**src/rtl/dmi_arbiter.sv**
```systemverilog
// Arbitrates the DM's single DMI register port between the JTAG DTM (port A)
// and a debug bus bridge (port B); one access outstanding, round-robin on ties.
module dmi_arbiter #(
    parameter int ABITS   = 7,
    parameter int TIMEOUT = 64
) (
    input  logic             clk_i,
    input  logic             rstn_i,
    input  logic             a_wr_i,
    input  logic             a_rd_i,
    input  logic [ABITS-1:0] a_addr_i,
    input  logic [31:0]      a_wdata_i,
    output logic [31:0]      a_rdata_o,
    output logic             a_busy_o,
    output logic             a_err_o,
    input  logic             a_err_clr_i,
    input  logic             b_valid_i,
    output logic             b_ready_o,
    input  logic             b_we_i,
    input  logic [ABITS-1:0] b_addr_i,
    input  logic [31:0]      b_wdata_i,
    output logic             b_done_o,
    output logic [31:0]      b_rdata_o,
    output logic             b_err_o,
    output logic             dm_req_o,
    output logic             dm_we_o,
    output logic [ABITS-1:0] dm_addr_o,
    output logic [31:0]      dm_wdata_o,
    input  logic             dm_gnt_i,
    input  logic             dm_rvalid_i,
    input  logic [31:0]      dm_rdata_i
);
    localparam int CW = $clog2(TIMEOUT);

    typedef enum logic [1:0] {IDLE = 2'd0, ISSUE = 2'd1, WAIT_RSP = 2'd2} state_t;
    typedef enum logic {PORT_A = 1'b0, PORT_B = 1'b1} port_t;

    state_t          state_q, state_d;
    port_t           owner_q, owner_d, last_q, last_d;
    logic [CW-1:0]   cnt_q, cnt_d;

    logic             a_full_q, a_full_d, a_we_q, a_we_d;
    logic [ABITS-1:0] a_addr_q, a_addr_d;
    logic [31:0]      a_wdata_q, a_wdata_d, a_rdata_q, a_rdata_d;
    logic             a_err_q, a_err_d;
    logic             b_full_q, b_full_d, b_we_q, b_we_d;
    logic [ABITS-1:0] b_addr_q, b_addr_d;
    logic [31:0]      b_wdata_q, b_wdata_d, b_rdata_q, b_rdata_d;
    logic             b_done_q, b_done_d, b_err_q, b_err_d;

    logic             own_we;
    logic [ABITS-1:0] own_addr;
    logic [31:0]      own_wdata;
    logic             cpl, cpl_err;
    logic [31:0]      cpl_data;
    logic             a_cpl, b_cpl, a_cmd, a_free, a_load, b_ready, b_load;

    assign own_we    = (owner_q == PORT_B) ? b_we_q    : a_we_q;
    assign own_addr  = (owner_q == PORT_B) ? b_addr_q  : a_addr_q;
    assign own_wdata = (owner_q == PORT_B) ? b_wdata_q : a_wdata_q;

    // NOTE: non-blocking assignments so every flop samples the same pre-edge values.
    always_ff @(posedge clk_i or negedge rstn_i) begin : state_reg
        if (!rstn_i) begin
            state_q <= IDLE;
            owner_q <= PORT_A;
            last_q  <= PORT_B;
            cnt_q   <= '0;
        end else begin
            state_q <= state_d;
            owner_q <= owner_d;
            last_q  <= last_d;
            cnt_q   <= cnt_d;
        end
    end

    // NOTE: every signal gets a default first, so no path can infer a latch.
    always_comb begin : next_state
        state_d  = state_q;
        owner_d  = owner_q;
        cnt_d    = cnt_q;
        cpl      = 1'b0;
        cpl_err  = 1'b0;
        cpl_data = '0;
        unique case (state_q)
            IDLE: begin
                if (a_full_q || b_full_q) begin
                    if (a_full_q && b_full_q) owner_d = (last_q == PORT_A) ? PORT_B : PORT_A;
                    else                      owner_d = b_full_q ? PORT_B : PORT_A;
                    state_d = ISSUE;
                end
            end
            ISSUE: begin
                if (dm_gnt_i) begin
                    if (own_we) begin
                        cpl     = 1'b1;
                        state_d = IDLE;
                    end else begin
                        cnt_d   = '0;
                        state_d = WAIT_RSP;
                    end
                end
            end
            WAIT_RSP: begin
                if (dm_rvalid_i) begin
                    cpl      = 1'b1;
                    cpl_data = dm_rdata_i;
                    state_d  = IDLE;
                end else if (cnt_q == CW'(TIMEOUT - 1)) begin
                    cpl     = 1'b1;
                    cpl_err = 1'b1;
                    state_d = IDLE;
                end else begin
                    cnt_d = cnt_q + 1'b1;
                end
            end
            default: state_d = IDLE;
        endcase
    end

    always_comb begin : outputs
        dm_req_o   = 1'b0;
        dm_we_o    = 1'b0;
        dm_addr_o  = '0;
        dm_wdata_o = '0;
        if (state_q == ISSUE) begin
            dm_req_o   = 1'b1;
            dm_we_o    = own_we;
            dm_addr_o  = own_addr;
            dm_wdata_o = own_wdata;
        end
    end

    // A slot freed by a completion can take a new command on the same edge.
    always_comb begin : slots
        a_cpl     = cpl && (owner_q == PORT_A);
        b_cpl     = cpl && (owner_q == PORT_B);
        a_cmd     = a_wr_i ^ a_rd_i;
        a_free    = !a_full_q || a_cpl;
        a_load    = a_cmd && a_free;
        a_full_d  = a_load ? 1'b1 : (a_cpl ? 1'b0 : a_full_q);
        a_we_d    = a_load ? a_wr_i    : a_we_q;
        a_addr_d  = a_load ? a_addr_i  : a_addr_q;
        a_wdata_d = a_load ? a_wdata_i : a_wdata_q;
        a_rdata_d = (a_cpl && !own_we) ? cpl_data : a_rdata_q;
        // Error set takes priority over a same-cycle clear.
        if ((a_cmd && !a_free) || (a_wr_i && a_rd_i) || (a_cpl && cpl_err)) a_err_d = 1'b1;
        else if (a_err_clr_i)                                                a_err_d = 1'b0;
        else                                                                 a_err_d = a_err_q;

        b_ready   = !b_full_q || b_cpl;
        b_load    = b_valid_i && b_ready;
        b_full_d  = b_load ? 1'b1 : (b_cpl ? 1'b0 : b_full_q);
        b_we_d    = b_load ? b_we_i    : b_we_q;
        b_addr_d  = b_load ? b_addr_i  : b_addr_q;
        b_wdata_d = b_load ? b_wdata_i : b_wdata_q;
        b_done_d  = b_cpl;
        b_rdata_d = b_cpl ? cpl_data : b_rdata_q;
        b_err_d   = b_cpl ? cpl_err  : b_err_q;
        last_d    = cpl ? owner_q : last_q;
    end

    always_ff @(posedge clk_i or negedge rstn_i) begin : slot_reg
        if (!rstn_i) begin
            a_full_q  <= 1'b0;
            a_we_q    <= 1'b0;
            a_addr_q  <= '0;
            a_wdata_q <= '0;
            a_rdata_q <= '0;
            a_err_q   <= 1'b0;
            b_full_q  <= 1'b0;
            b_we_q    <= 1'b0;
            b_addr_q  <= '0;
            b_wdata_q <= '0;
            b_done_q  <= 1'b0;
            b_rdata_q <= '0;
            b_err_q   <= 1'b0;
        end else begin
            a_full_q  <= a_full_d;
            a_we_q    <= a_we_d;
            a_addr_q  <= a_addr_d;
            a_wdata_q <= a_wdata_d;
            a_rdata_q <= a_rdata_d;
            a_err_q   <= a_err_d;
            b_full_q  <= b_full_d;
            b_we_q    <= b_we_d;
            b_addr_q  <= b_addr_d;
            b_wdata_q <= b_wdata_d;
            b_done_q  <= b_done_d;
            b_rdata_q <= b_rdata_d;
            b_err_q   <= b_err_d;
        end
    end

    assign a_rdata_o = a_rdata_q;
    assign a_busy_o  = a_full_q;
    assign a_err_o   = a_err_q;
    assign b_ready_o = b_ready;
    assign b_done_o  = b_done_q;
    assign b_rdata_o = b_rdata_q;
    assign b_err_o   = b_err_q;
endmodule
```
**config.mk**
```make
export PLATFORM = sky130hd
export DESIGN_NAME = dmi_arbiter
export DESIGN_NICKNAME = d
export VERILOG_FILES = /design/src/rtl/dmi_arbiter.sv
export SDC_FILE = /design/constraint.sdc
export NUM_CORES = 1
export LEC_CHECK = 0
export BUFFER_PORTS_ARGS = -buffer_cell sky130_fd_sc_hd__buf_2
export CELL_PAD_IN_SITES_DETAIL_PLACEMENT = 0
export CELL_PAD_IN_SITES_GLOBAL_PLACEMENT = 2
export CORE_MARGIN = 3
export CORE_UTILIZATION = 33
export DETAILED_ROUTE_END_ITERATION = 16
export PLACE_DENSITY = 0.79
export SLEW_MARGIN = 20
export SYNTH_ARGS = -nofsm -noshare
export SYNTH_HDL_FRONTEND = slang
export SYNTH_SLANG_ARGS = --single-unit
```
**constraint.sdc**
```tcl
create_clock -name clk_i -period 3 [get_ports clk_i]
set_input_delay 0.9 -clock clk_i [delete_from_list [all_inputs] [get_ports clk_i]]
set_output_delay 0.9 -clock clk_i [all_outputs]
set_load 0.01 [all_outputs]
```
==> results.sh, run 1 <==
export IMPL_fp_dieH_um=159
export IMPL_r2r_slack_ns=0.36
export IMPL_dp_hpwl_mm=15.7
export IMPL_crit_type="reg -> out"
export IMPL_num_io_pins=229
export IMPL_ant_nets=0
export IMPL_fin_tns_setup_ns=0
export IMPL_drt_wl_total_mm=23.3
export IMPL_insertion_delay_ns=0.43
export IMPL_finalHoldViolations=0
export IMPL_async_reset_ff_share_pct=100
export IMPL_p_seq_share_pct=33.1
export IMPL_peakVddDrop_v=0.000378
export IMPL_ctsHoldBuffers=0
export IMPL_cts_buffers=17
export IMPL_mostFrequentLayoutCell="buf_2"
export IMPL_area_growth_pct=28.8
export IMPL_fin_crit_sh_pct=94.8
export IMPL_start_util_pct=33.8
export IMPL_dr_pass1_iters=4
export IMPL_skew_ns=0.0199
export IMPL_p_leak_nw=4.56
export IMPL_p_int_mw=6.81
export IMPL_core_um2=22800
export IMPL_place_inst=1165
export IMPL_max_slew_margin_pct=55.5
export IMPL_ys_ff_latch=159
export IMPL_cts_tree="yes"
export IMPL_power_mw=11.1
export IMPL_nets=996
export IMPL_ys_warn_count=0
export IMPL_avgSynthCellArea_um2=11.8
export IMPL_synth_main_ff_cell="dfrtp_1"
export IMPL_htreeDepth=4
export IMPL_crit_start="owner_q"
export IMPL_drcViolationCount=0
export IMPL_fmax_mhz=352
export IMPL_grt_pass1_wl_mm=37.3
export IMPL_grtUsageTotal_pct=18.3
export IMPL_finalMaxSlewViolations=0
export IMPL_yosysSeqAreaShare_pct=51.5
export IMPL_syn_inst=656
export IMPL_post_cts_resized=0
export IMPL_ys_types=45
export IMPL_finalWeightedCongestion=0.753
export IMPL_timing_rr_start="state_q[0]"
export IMPL_drive_above_1_share_pct=34.2
export IMPL_cts_root_buf="clkbuf_16"
export IMPL_synth_area_leaders="dfrtp_1 (51%), a22o_1 (7.4%), and2_1 (6.7%)"
export IMPL_cts_sinks=159
export IMPL_drtIter0Drc=390
export IMPL_synth_edff_count=0
export IMPL_crit_required_ns=2.10
export IMPL_syn_num_nets=780
export IMPL_grt_ovfl_total=0
export IMPL_switching_share_pct=38.7
export IMPL_rows=55
export IMPL_drv_cap=0
export IMPL_startpoint_type="flip-flop"
export IMPL_arrival_ns=1.94
export IMPL_grt_pass1_vias=6414
export IMPL_clockBufferDepth=2
export IMPL_port_buffers=228
export IMPL_mostFrequentLayoutCells="buf_2 (227), dfrtp_1 (157), and2_1 (83), a22o_1 (65), nor2b_1 (45)"
export IMPL_p_sw_mw=4.29
export IMPL_synth_top_area_cell="dfrtp_1"
export IMPL_antenna_found_initial=3
export IMPL_tightest_slew_ns=0.666
export IMPL_rsz0062_at_grt="false"
export IMPL_routedWlPerCell_um=19.4
export IMPL_p_clk_share_pct=21.0
export IMPL_worstHoldPathType="in -> async"
export IMPL_p_comb_share_pct=45.8
export IMPL_fin_hold_ws_ns=0.415
export IMPL_synth_top_cell_area_share_pct=51.1
export IMPL_die_w_um=159
export IMPL_final_cells=1200
export IMPL_vias=6239
export IMPL_path_max_fanout=29
export IMPL_power_density_nw_per_um2=1110
export IMPL_syn_area_um2=7730
export IMPL_critPathCaptureType="output port"
export IMPL_viasPerCell=5.20
export IMPL_cts_setup_buffers=1
export IMPL_path_clk_slew_ns=0.07
export IMPL_grt_max_degree=50
export IMPL_layout_min_cycle_time_ns=2.84
export IMPL_setup_violations_final=0
export IMPL_die_area_um2=25300
export IMPL_outcome="complete, no violations"
[Yosys cell counts (2+ instances only)]
cell      count
a21o_1        3
buf_2        16
inv_1         7
a31oi_1       2
a21oi_1       3
buf_6         4
and3_1        3
nor3_1        3
a22o_1       65
a31o_2        2
and2_1       83
dfrtp_1     158
clkbuf_1     31
a211o_1      41
nand2b_1      2
nor2b_1      45
a211oi_1      2
nand4_1       2
o211ai_1      3
nor2_1        6
o21ai_0       4
o21ai_1       3
a221o_1      40
nand4b_1      2
mux2i_1      40
nand3_1       4
nand2_1      15
ha_1          5
a32o_1       42
buf_1         5
[path summary, 6_finish.rpt]
check	to	cells past startpoint
max in group asynchronous	a_wdata_q[24]	2
min	b_wdata_q[8]	1
max	dm_wdata_o[24]	4
min reg2reg	last_q	1
max reg2reg	b_wdata_q[21]	10
min in group clk_i	last_q	1
[through the flow]
step / instance area, um^2 / setup slack, ns / util (%)
after floorplan: 7730 / 0.287 / -
after global placement: 9320 / 0.259 / 40.8
after detailed placement: 9320 / 0.228 / 40.8
after CTS: 9950 / 0.103 / 43.6
after global routing: 9950 / 0.0313 / 43.6
final: 9960 / 0.155 / 43.6
[sequential cells by signal (all words and copies together) (netlist names), 2 cells and up]
signal / cells
a_rdata_o: 32
a_wdata_q: 32
b_rdata_o: 32
b_wdata_q: 32
a_addr_q: 7
b_addr_q: 7
cnt_q: 6
state_q: 2
[power by group through the flow]
stage	combinational [mW]	sequential, mW	clock (mW)
2_1_floorplan	3.34	3.64	0
5_1_grt	5.60	3.81	2.48
4_1_cts	5.17	3.68	2.40
3_5_place_dp	5.18	3.68	0
6_report	5.09	3.68	2.33
3_3_place_gp	5.13	3.70	0
[cell families after synthesis]
logic type / count (synthesis) / share of synthesized area, %
AOI/OAI and AO/OA: 218 / 25.5
and+or+nand+nor: 169 / 13.0
DFF: 159 / 51.5
buffers and inverters: 64 / 3.80
muxes: 41 / 5.47
adders and majority gates: 5 / 0.809
[critical path: stages (launching register included)]
cell,delay [ns]
dfrtp_2,0.49
buf_4,0.49
mux2i_1,0.16
nor2b_1,0.18
buf_2,0.16
[metal layers]
metal  up-vias  GRT usage, %  share of wire (%)
met5         -             0               0.17
met4         6          4.66               0.92
met3        17          7.02                9.0
met2       219          27.6                 45
met1      3040          24.9                 45
li1       2957             -                  -
[layout make-up]
class                      instances  area (um^2)
antenna                            2         5.00
clock buffer                      18          439
clock inverter                    14          191
fill                            2236        12900
inverter                           7         26.3
multi-input combinational        433         3520
sequential                       159         3980
tap                              313          392
timing repair buffer             254         1410
No activity file was read; power rests on OpenSTA's default activity.
==> run 2: changes to the inputs <==
Settings changed: CORE_UTILIZATION 33 to 34, CTS_BUF_LIST set to sky130_fd_sc_hd__clkbuf_4 sky130_fd_sc_hd__clkbuf_8, PLACE_DENSITY 0.79 to 0.81.
==> run 2 against run 1 <==
Against the previous run:
- fmax grew 1.2%
- global-route usage grew 0.38 points
- core utilization grew 0.17 points
- critical path depth is the same
- via count grew 0.29%
- non-clock buffer count shrank 1
==> results.sh, run 2 (synthesis results as in run 1) <==
export IMPL_post_cts_resized=0
export IMPL_die_area_um2=24600
export IMPL_start_util_pct=35.0
export IMPL_n_fill_cell=2111
export IMPL_fin_crit_sh_pct=93.7
export IMPL_path_clk_slew_ns=0.10
export IMPL_cts_buffers=17
export IMPL_p_sw_mw=4.28
export IMPL_diodes=0
export IMPL_clockBufferDepth=2
export IMPL_finalMaxSlewViolations=0
export IMPL_core_um2=22100
export IMPL_routedWlPerCell_um=19.9
export IMPL_drive_above_1_share_pct=34.2
export IMPL_grt_pass1_vias=6491
export IMPL_rows=54
export IMPL_fin_tns_setup_ns=0
export IMPL_grt_busiest_layer="met2"
export IMPL_cts_setup_buffers=0
export IMPL_fmax_mhz=356
export IMPL_p_seq_share_pct=35.3
export IMPL_drv_cap=0
export IMPL_fp_dieH_um=157
export IMPL_use_met1_pct=25.2
export IMPL_mostFrequentLayoutCell="buf_2"
export IMPL_dr_pass1_iters=5
export IMPL_max_slew_margin_pct=30.7
export IMPL_grt_pass1_wl_mm=36.2
export IMPL_num_io_pins=229
export IMPL_p_clk_share_pct=15.5
export IMPL_grtUsageMet3_pct=5.97
export IMPL_ctsHoldBuffers=0
export IMPL_outcome="complete, no violations"
export IMPL_finalHoldViolations=0
export IMPL_setup_violations_final=0
export IMPL_mostFrequentLayoutCells="buf_2 (227), dfrtp_1 (157), and2_1 (83), a22o_1 (65), nor2b_1 (45)"
export IMPL_arrival_ns=1.91
export IMPL_area_growth_pct=25.0
export IMPL_slowest_delay_ns=0.49
export IMPL_p_leak_nw=4.46
export IMPL_grtUsageTotal_pct=18.7
export IMPL_met2_usage_pct=29.6
export IMPL_crit_path_top_delay_cell="dfrtp_2"
export IMPL_critPathCaptureType="output port"
export IMPL_p_int_mw=6.08
export IMPL_skew_ns=0.0225
export IMPL_die_w_um=157
export IMPL_path_max_fanout=25
export IMPL_crit_type="reg -> out"
export IMPL_drcViolationCount=0
export IMPL_finalWeightedCongestion=0.774
export IMPL_r2r_slack_ns=0.48
export IMPL_tightest_slew_ns=1.04
export IMPL_grt_max_degree=50
export IMPL_ant_nets=0
export IMPL_grt_ovfl_total=0
export IMPL_cts_tree="yes"
export IMPL_drt_wl_total_mm=23.1
export IMPL_power_density_nw_per_um2=1070
export IMPL_cts_sinks=159
export IMPL_dp_hpwl_mm=15.7
export IMPL_worstHoldPathType="in -> async"
export IMPL_antenna_found_initial=1
export IMPL_power_mw=10.4
export IMPL_drtIter0Drc=322
export IMPL_nets=995
export IMPL_switching_share_pct=41.3
export IMPL_cts_root_buf="clkbuf_8"
export IMPL_htreeDepth=4
export IMPL_p_comb_share_pct=49.2
export IMPL_layout_min_cycle_time_ns=2.81
export IMPL_viasPerCell=5.38
export IMPL_insertion_delay_ns=0.47
export IMPL_port_buffers=228
export IMPL_cp_cell_sequence="buf_4 -> mux2i_1 -> nor2b_1 -> buf_2"
export IMPL_crit_required_ns=2.10
export IMPL_startpoint_type="flip-flop"
export IMPL_vias=6257
export IMPL_rsz0062_at_grt="false"
export IMPL_peakVddDrop_v=0.000447
==> run 2: through the flow <==
step | hold WS (ns) | worst slack (ns) | utilization, % | std cells | cell area [um^2]
final | 0.362 | 0.190 | 43.8 | 1164 | 9670
after global routing | 0.356 | 0.0493 | 43.8 | 1164 | 9670
after CTS | 0.347 | 0.154 | 43.8 | 1164 | 9670
after detailed placement | 0.475 | 0.147 | 42.0 | 1132 | 9280
after global placement | 0.471 | 0.175 | 41.9 | 1131 | 9250
after floorplan | 0.463 | 0.287 | - | 656 | 7730
==> run 2: worst paths after layout <==
path / end / depth (start not counted) / from
max reg2reg: b_wdata_q[10] / 7 / state_q[0]
min in group clk_i: last_q / 1 / last_q
max: dm_wdata_o[4] / 4 / owner_q
max in group asynchronous: a_addr_q[0] / 2 / rstn_i
min: b_wdata_q[9] / 1 / rstn_i
min reg2reg: last_q / 1 / last_q
==> run 2: cell type report <==
class / count / area [um^2] / area share (%)
Tap cell: 280 / 350 / 3.62
Sequential cell: 159 / 3980 / 41.2
Multi-Input combinational cell: 433 / 3520 / 36.5
Timing Repair Buffer: 253 / 1390 / 14.4
Clock inverter: 15 / 160 / 1.66
Clock buffer: 17 / 234 / 2.42
Inverter: 7 / 26.3 / 0.272
==> run 2: critical path, delay by kind of cell (launching register included) <==
kind	cells	cell delay [ns]
buf+inv	2	0.59
flops	1	0.49
mux	1	0.29
simple gates	1	0.06
==> run 2: power by group through the flow <==
stage	clock network (mW)	logic [mW]	registers, mW
3_3_place_gp	0	5.10	3.68
5_1_grt	1.76	5.64	3.79
4_1_cts	1.66	5.17	3.66
6_report	1.61	5.10	3.66
3_5_place_dp	0	5.17	3.67
2_1_floorplan	0	3.34	3.64
==> run 2: metal layers <==
layer / wire [um] / up-vias
li1: - / 2942
met4: 201 / 2
met1: 10400 / 3078
met2: 10500 / 220
met3: 1970 / 15
met5: 13 / -
